==> config.mk <==
export PLATFORM = sky130hd
export DESIGN_NAME = mux258_bus_arbiter_flat
export DESIGN_NICKNAME = d
export VERILOG_FILES = /design/src/rtl/mux258_bus_arbiter_pkg.sv /design/src/rtl/mux258_bus_arbiter_if.sv /design/src/rtl/mux258_bus_arbiter.sv /design/src/flat_wrapper.sv
export SDC_FILE = /design/constraint.sdc
export NUM_CORES = 1
export LEC_CHECK = 0
export ABC_AREA = 1
export CAP_MARGIN = 0
export CORE_AREA = 4 4 41 43
export CTS_BUF_LIST = sky130_fd_sc_hd__clkbuf_2
export CTS_CLUSTER_DIAMETER = 30
export DETAILED_ROUTE_END_ITERATION = 7
export DIE_AREA = 0 0 45 47
export SLEW_MARGIN = 15
export SYNTH_ARGS = -nofsm -noshare
export SYNTH_HDL_FRONTEND = slang
export SYNTH_SLANG_ARGS = --single-unit
==> constraint.sdc <==
create_clock -name clk -period 1.5 [get_ports clk]
set_input_delay 0.15 -clock clk [delete_from_list [all_inputs] [get_ports clk]]
set_output_delay 0.15 -clock clk [all_outputs]
set_load 0.02 [all_outputs]
==> src/rtl/mux258_bus_arbiter_pkg.sv <==
// Shared types and constants for the 74S258 mux-bank arbiter.
package mux258_arb_pkg;

  typedef enum logic [1:0] {
    ST_IDLE  = 2'd0,
    ST_DRIVE = 2'd1,
    ST_TURN  = 2'd2
  } state_t;

  // Hold counter width and the legal range of the enabled window length.
  localparam int unsigned HOLD_W   = 4;
  localparam int unsigned HOLD_MIN = 1;
  localparam int unsigned HOLD_MAX = 15;

  // Winner of an IDLE-cycle arbitration. A lone requester always wins;
  // on a tie the requester named by ptr wins (ptr tied low gives req0 priority).
  function automatic logic pick_winner(input logic r0, input logic r1,
                                       input logic ptr);
    logic w;
    if (r0 && r1) w = ptr;
    else          w = r1;
    return w;
  endfunction

endpackage

==> src/rtl/mux258_bus_arbiter_if.sv <==
// Request/acknowledge handshake and mux-bank control lines of the arbiter.
// master: requester/mux side, slave: the arbiter itself.
interface mux258_bus_arbiter_if;
  logic req0;
  logic req1;
  logic ack0;
  logic ack1;
  logic mux_sel;
  logic mux_enb_n;
  logic busy;
  logic owner;

  modport master (
    output req0, req1,
    input  ack0, ack1, mux_sel, mux_enb_n, busy, owner
  );

  modport slave (
    input  req0, req1,
    output ack0, ack1, mux_sel, mux_enb_n, busy, owner
  );
endinterface

==> src/rtl/mux258_bus_arbiter.sv <==
// Two-requester arbiter owning the SEL and ENB_N lines of a 74S258 mux bank.
// Grants are HOLD_CYCLES long, never preempted, and are always followed by a
// float (TURN) cycle plus an IDLE cycle so tristate drivers never overlap.
// Optional feature: define MUX258_ARB_ROUND_ROBIN_EN for round-robin tie
// breaking; otherwise req0 wins every tie and no pointer register exists.
module mux258_bus_arbiter
  import mux258_arb_pkg::*;
#(
  parameter int unsigned HOLD_CYCLES = 3
) (
  input  logic                 clk,
  input  logic                 reset,
  mux258_bus_arbiter_if.slave  bus
);

  if (HOLD_CYCLES < HOLD_MIN || HOLD_CYCLES > HOLD_MAX) begin : g_bad_hold
    $error("mux258_bus_arbiter: HOLD_CYCLES out of range 1..15");
  end

  localparam logic [HOLD_W-1:0] CNT_LOAD = HOLD_W'(HOLD_CYCLES - 1);
  localparam logic [HOLD_W-1:0] CNT_ONE  = HOLD_W'(1);
  // With a one-cycle window the ack must already appear in the first DRIVE cycle.
  localparam logic ACK_ON_LOAD = (HOLD_CYCLES == 1);

  state_t            state;
  logic [HOLD_W-1:0] cnt;
  logic              ack0_q;
  logic              ack1_q;
  logic              sel_q;
  logic              enb_n_q;
  logic              busy_q;
  logic              owner_q;
  logic              any_req;
  logic              win;
  logic              ptr_eff;

  assign any_req = bus.req0 | bus.req1;

`ifdef MUX258_ARB_ROUND_ROBIN_EN
  logic ptr;

  // Priority pointer: after each grant it names the requester that did not win.
  always_ff @(posedge clk) begin
    if (reset) begin
      ptr <= 1'b0;
    end else if (state == ST_IDLE && any_req) begin
      ptr <= ~win;
    end
  end

  always_comb ptr_eff = ptr;
`else
  // Fixed priority: tie always resolves to req0.
  always_comb ptr_eff = 1'b0;
`endif

  // Arbitration result for the current IDLE cycle.
  always_comb win = pick_winner(bus.req0, bus.req1, ptr_eff);

  // Grant FSM with inline hold counter; all bus-facing outputs registered.
  always_ff @(posedge clk) begin
    if (reset) begin
      state   <= ST_IDLE;
      cnt     <= '0;
      ack0_q  <= 1'b0;
      ack1_q  <= 1'b0;
      sel_q   <= 1'b0;
      enb_n_q <= 1'b1;
      busy_q  <= 1'b0;
      owner_q <= 1'b0;
    end else begin
      case (state)
        ST_IDLE: begin
          ack0_q <= 1'b0;
          ack1_q <= 1'b0;
          if (any_req) begin
            state   <= ST_DRIVE;
            cnt     <= CNT_LOAD;
            owner_q <= win;
            sel_q   <= win;
            enb_n_q <= 1'b0;
            busy_q  <= 1'b1;
            ack0_q  <= ACK_ON_LOAD & ~win;
            ack1_q  <= ACK_ON_LOAD &  win;
          end
        end
        ST_DRIVE: begin
          // The ack is registered one edge early so it lands on the cycle
          // whose counter value is zero, i.e. the last enabled cycle.
          if (cnt == '0) begin
            state   <= ST_TURN;
            enb_n_q <= 1'b1;
            ack0_q  <= 1'b0;
            ack1_q  <= 1'b0;
          end else begin
            cnt    <= cnt - CNT_ONE;
            ack0_q <= (cnt == CNT_ONE) & ~owner_q;
            ack1_q <= (cnt == CNT_ONE) &  owner_q;
          end
        end
        ST_TURN: begin
          state  <= ST_IDLE;
          busy_q <= 1'b0;
        end
        default: begin
          state   <= ST_IDLE;
          enb_n_q <= 1'b1;
          busy_q  <= 1'b0;
          ack0_q  <= 1'b0;
          ack1_q  <= 1'b0;
        end
      endcase
    end
  end

  assign bus.ack0      = ack0_q;
  assign bus.ack1      = ack1_q;
  assign bus.mux_sel   = sel_q;
  assign bus.mux_enb_n = enb_n_q;
  assign bus.busy      = busy_q;
  assign bus.owner     = owner_q;

endmodule

==> src/flat_wrapper.sv <==
// flat-port wrapper written by rule: the top's interface ports become plain ports
module mux258_bus_arbiter_flat import mux258_arb_pkg::*;
#(
  parameter int unsigned HOLD_CYCLES = 3
)
  (clk, reset, bus_req0, bus_req1, bus_ack0, bus_ack1, bus_mux_sel, bus_mux_enb_n, bus_busy, bus_owner);
  mux258_bus_arbiter_if bus_i ();
  input  logic clk;
  input  logic reset;
  input wire logic [$bits(bus_i.req0)-1:0] bus_req0;
  input wire logic [$bits(bus_i.req1)-1:0] bus_req1;
  output wire logic [$bits(bus_i.ack0)-1:0] bus_ack0;
  output wire logic [$bits(bus_i.ack1)-1:0] bus_ack1;
  output wire logic [$bits(bus_i.mux_sel)-1:0] bus_mux_sel;
  output wire logic [$bits(bus_i.mux_enb_n)-1:0] bus_mux_enb_n;
  output wire logic [$bits(bus_i.busy)-1:0] bus_busy;
  output wire logic [$bits(bus_i.owner)-1:0] bus_owner;
  assign bus_i.req0 = bus_req0;
  assign bus_i.req1 = bus_req1;
  assign bus_ack0 = bus_i.ack0;
  assign bus_ack1 = bus_i.ack1;
  assign bus_mux_sel = bus_i.mux_sel;
  assign bus_mux_enb_n = bus_i.mux_enb_n;
  assign bus_busy = bus_i.busy;
  assign bus_owner = bus_i.owner;
  mux258_bus_arbiter #(.HOLD_CYCLES(HOLD_CYCLES)) u_core (.clk(clk), .reset(reset), .bus(bus_i));
endmodule
==> results.ini, run 1 <==
[critical_path]
path_cells=clkdlybuf4s50_1
reg2regPathDepth=8
critPathSlowestCell=clkdlybuf4s50_1
r2r_start=u_core.cnt[0]
critPathMaxStageDelay_ns=0.60
endpoint_kind=primary output
cp.required_ns=1.35
path_class=register to primary output
crit_fanout=2
path_buf_inv=1
arrival_ns=1.21
rrSetupSlack_ns=0.20
timing.rr.end=u_core.cnt[3]
startpoint_type=register
cp_top_family=buffers and inverters
critPathLaunch=u_core.bus.ack0

[timing]
rsz0062_at_grt=false
slew_violations=0
setup_ws_ns=0.139
period_share_pct=90.7
holdWs_ns=0.462
hold_viol_final=0
setup_viol=0
timing.setup.tns_ns=0
tightest_slew_ns=0.266
skew_ns=0.00789
fmax_mhz=735
period_needed_ns=1.36
slew_headroom_pct=82.1

[cells_and_area]
nFillCells=133
num_antenna_cells=0
area_growth_pct=24.8
fin_nets=86
drive_gt1_share_pct=16.5
stdcell_count=94

[worst_hold_path]
min_to=u_core.bus.mux_enb_n
min_from=u_core.bus.mux_enb_n
min_path_type=register to register
holdPathStages=2

[power]
leakage_uw=0.000303
power_density_nw_per_um2=1290
power.total_uw=845
max-vdd-ir-drop_uv=700

[synthesis]
ys_seq_area_share_pct=42.0
avgSynthCellArea_um2=7.82
synthesis.area_um2=524
synth_top_area_cell=dfxtp_1
ys_ff_latch=11
synth_cells=67
ys_warn_count=0
yosysTopAreaCellShare_pct=42.0
yosys-top-cells-area=dfxtp_1 (42%), nand2_1 (7.9%), a21oi_1 (7.6%)
synthesis.nets=73
yosys.cell_types.count=21

[clocking]
ctsHoldBuffers=0
tritoncts=yes
post_cts_buffers=0
cts_made_buffers=3
cts_resized=0
clk_latency_ns=0.26
clock_path_buffers=2
htreeDepth=1
cts-root-buf=clkbuf_2
clock_sinks=11
cts.clk_slew.worst_paths_ns=0.12

[global_routing]
use_met2_pct=15.0
grt.busiest_layer=met1
grt_pass1_vias=389
grt_max_degree=8
use_met3_pct=2.30
grt-ovfl-total=0
grt_first_pass_wirelength_mm=1.65
grt_antenna_before_repair=0
grt_usage_pct=11.3
use_met1_pct=15.1

[floorplan]
die_h_um=47
ioPinCount=10
die_x_um=45
num_rows=13
initial_core_util_pct=40.3
die_area_um2=2120
core-area_um2=1300

[routing]
vias_per_cell=4.63
drt_wl_total_mm=1.05
detail_route.wl_per_cell_um=11.1
firstDrtPassIters=4
drc=0
vias=435
drtIter0Drc=19
drtAntennaViolNets=0

[run_status]
status=finished clean

[flow_run]
cap_violations=0

[place]
dpl_worst_slack_ns=0.185
dpl.hpwl_um=792
dp.cells=90
io_buffers=9
gp_congestion=0.775

## layout make-up
| type | count | area (um^2) | share of cell area, % |
|---|---|---|---|
| tap | 15 | 18.8 | 2.87 |
| inverter | 6 | 22.5 | 3.44 |
| timing repair buffer | 10 | 103 | 15.7 |
| multi-input combinational | 48 | 270 | 41.3 |
| clock buffer | 4 | 20.0 | 3.06 |
| sequential | 11 | 220 | 33.7 |
## per-layer routing
metal	vias to the layer above	share of wire (%)
met5	-	0
met3	4	4.9
met2	8	40
li1	242	-
met4	0	2.5
met1	181	52
## kinds of logic after synthesis
logic type | share of synthesized area (%)
AOI/OAI and AO/OA | 15.0
and+or+nand+nor | 31.7
buffers and inverters | 6.44
DFF | 42.0
adders and majority gates | 4.77
## registers in the layout, summed over array words and instances, names as in the netlist
| register | count |
|---|---|
| u_core.bus.mux_sel | 1 |
| u_core.bus.ack0 | 1 |
| u_core.state | 2 |
| u_core.bus.mux_enb_n | 1 |
| u_core.bus.ack1 | 1 |
| u_core.cnt | 4 |
| u_core.bus.busy | 1 |
## power by group
part | switching (uW) | internal (uW) | total [uW]
Sequential | 40.8 | 335 | 375
Clock | 103 | 70.7 | 174
Combinational | 175 | 121 | 296
Total | 318 | 527 | 845
## layout by cell type (no fill, tap or decap), types with 2 or more instances in the layout
cell type,count
clkdlybuf4s50_1,7
ha_1,2
clkbuf_2,4
nand2_4,2
nor2_1,9
nand3_1,4
nor2_2,2
dfxtp_1,11
inv_1,4
o21ai_1,2
dlymetal6s2s_1,2
a21oi_1,8
inv_2,2
nand2_1,11
## cell usage after synthesis
| library cell | number |
|---|---|
| nor2_2 | 2 |
| buf_1 | 1 |
| nor2_4 | 1 |
| nor4_1 | 1 |
| nand3b_1 | 1 |
| o21ai_4 | 1 |
| o21ai_0 | 1 |
| nor3_1 | 1 |
| and2_1 | 1 |
| a22oi_1 | 1 |
| inv_2 | 2 |
| nand2_1 | 11 |
| ha_1 | 2 |
| dfxtp_1 | 11 |
| nand2_4 | 2 |
| nand3_1 | 4 |
| buf_4 | 1 |
| nor2_1 | 9 |
| a21oi_1 | 8 |
| inv_1 | 4 |
| o21ai_1 | 2 |
## worst register-to-register path, stage by stage (launching register included)
cell	delay (ns)
dfxtp_1	0.40
inv_1	0.07
ha_1	0.23
nand2_1	0.13
nand2_4	0.10
nand2_4	0.10
nand3_1	0.07
nand2_1	0.06
nor2_1	0.03
## worst max path at each step
| stage | end | depth (start not counted) |
|---|---|---|
| finish | bus_ack0 | 1 |
| global route | bus_busy | 1 |
| CTS | bus_mux_sel | 1 |
| detailed placement | u_core.cnt[2] | 5 |
| global placement | u_core.cnt[2] | 5 |
| floorplan | u_core.cnt[3] | 8 |
## per-stage QoR
step	utilization (%)	area, um^2
global placement	48.4	629
finish	50.3	654
global route	50.3	654
floorplan	-	524
CTS	49.9	649
detailed placement	48.4	629
(Power assumes the default switching activity.)
==> inputs of run 2 (changes only) <==
--- a/config.mk
+++ b/config.mk
@@ -12,6 +12,7 @@
 export CTS_CLUSTER_DIAMETER = 30
 export DETAILED_ROUTE_END_ITERATION = 7
 export DIE_AREA = 0 0 45 47
+export GPL_TIMING_DRIVEN = 0
 export SLEW_MARGIN = 15
 export SYNTH_ARGS = -nofsm -noshare
 export SYNTH_HDL_FRONTEND = slang
==> results.ini, run 2 (same netlist as run 1, synthesis figures left out) <==
[routing]
firstDrtPassIters=4
vias_per_cell=4.82
drtIter0Drc=5
vias=453
drt_wl_total_um=976
detail_route.wl_per_cell_um=10.4
drc=0
drtAntennaViolNets=0

[critical_path]
endpoint_kind=primary output
crit_fanout=2
startpoint_type=register
cp_top_family=buffers and inverters
path_cells=clkdlybuf4s50_1
critPathSlowestCell=clkdlybuf4s50_1
critPathMaxStageDelay_ns=0.60
path_buf_inv=1
arrival_ns=1.20
cp.required_ns=1.35
path_class=register to primary output

[power]
power.total_uw=830
leakage_uw=0.000289
power_density_nw_per_um2=1290
max-vdd-ir-drop_uv=525
comb_power_share_pct=35.2
swShare_pct=36.8
switchingPower_uw=306
p_int_uw=524
power_frac_seq_pct=45.3
pwr-share-clk_pct=19.5

[floorplan]
num_rows=13
ioPinCount=10
die_h_um=47
initial_core_util_pct=40.3
die_area_um2=2120
core-area_um2=1300
die_x_um=45

[global_routing]
grt_first_pass_wirelength_mm=1.69
grt_pass1_vias=414
grt_max_degree=9
grt_usage_pct=11.3
grt-ovfl-total=0
grt_antenna_before_repair=0

[place]
io_buffers=8
dpl.hpwl_um=756
dpl_cell_area_um2=623
dp.cells=90
gp_congestion=0.779

[timing]
rsz0062_at_grt=false
setup_viol=0
fmax_mhz=742
period_share_pct=89.9
hold_viol_final=0
tightest_slew_ns=0.361
timing.setup.tns_ns=0
period_needed_ns=1.35
skew_ns=0.00586
slew_headroom_pct=75.9
slew_violations=0

[clocking]
htreeDepth=1
clk_latency_ns=0.25
tritoncts=yes
cts_made_buffers=3
clock_sinks=11
post_cts_buffers=0
cts-root-buf=clkbuf_2
clock_path_buffers=2
cts.clk_slew.worst_paths_ns=0.10

[cells_and_area]
top_register=u_core.cnt
largest_register_ffs=4
area_growth_pct=22.9
drive_gt1_share_pct=16.5
stdcell_area_um2=644
mostFrequentLayoutCells=nand2_1 (11), dfxtp_1 (11), nor2_1 (9), a21oi_1 (8), clkdlybuf4s50_1 (6)
fin_nets=86
reg_top3=u_core.cnt (4), u_core.state (2)
num_antenna_cells=0
nFillCells=140
stdcell_count=94

[flow_run]
cap_violations=0

[worst_hold_path]
min_path_type=primary input to register

[run_status]
status=finished clean

==> run 2: changes by cell type in the layout (fill, tap and decap cells not counted) <==
cell / delta
buf_1: +1
clkdlybuf4s50_1: -1
dlygate4sd2_1: +1
dlymetal6s2s_1: -1
==> run 2: path summary, 6_finish.rpt <==
| path | startpoint | to | slack [ns] | depth (start not counted) |
|---|---|---|---|---|
| setup reg to reg | u_core.cnt[0] | u_core.cnt[1] | 0.17 | 8 |
| hold / removal | reset | u_core.bus.ack1 | 0.24 | 2 |
| setup / recovery | u_core.bus.busy | bus_busy | 0.15 | 1 |
| hold reg to reg | u_core.bus.mux_enb_n | u_core.bus.mux_enb_n | 0.47 | 2 |
==> run 2: what timing repair did <==
action / CTS / global route
resized for setup: 1 / 1
hold buffers: 0 / 0
setup endpoints to repair: 1 / 1
endpoints found under the hold margin: 0 / 0
==> run 2: cell type report <==
type	count	area [um^2]	share of cell area [%]
multi-input combinational	48	270	41.9
sequential	11	220	34.2
timing repair buffer	8	81.3	12.6
inverter	6	22.5	3.50
clock buffer	4	20.0	3.11
tap	15	18.8	2.91
buffer	2	11.3	1.75
==> run 2: worst reg2reg max path: stages (launching register included) <==
cell,delay [ns]
dfxtp_1,0.40
inv_1,0.08
ha_1,0.24
nand2_1,0.14
nand2_4,0.10
nand2_4,0.10
nand3_1,0.08
nand2_1,0.06
nor2_1,0.04
==> run 2: power by group through the flow <==
stage | logic [uW] | clock network, uW | registers [uW]
floorplan | 208 | 0 | 390
global placement | 292 | 0 | 381
detailed placement | 296 | 0 | 382
CTS | 296 | 175 | 375
global route | 329 | 189 | 380
finish | 292 | 162 | 376
==> run 2: routing by layer <==
layer | track usage, % | vias up | part of all wire [%]
met5 | 0 | - | 0
met4 | 3.51 | 0 | 0.41
met3 | 7.28 | 2 | 7.2
met2 | 16.7 | 9 | 41
met1 | 13.6 | 199 | 51
li1 | - | 243 | -
==> run 2: stage by stage <==
stage / hold slack, ns / worst slack [ns] / utilization (%)
CTS: 0.215 / 0.0276 / 49.3
detailed placement: 0.444 / 0.170 / 47.9
finish: 0.238 / 0.152 / 49.5
floorplan: 0.316 / 0.337 / -
global placement: 0.436 / 0.185 / 47.9
global route: 0.242 / 0.0757 / 49.5
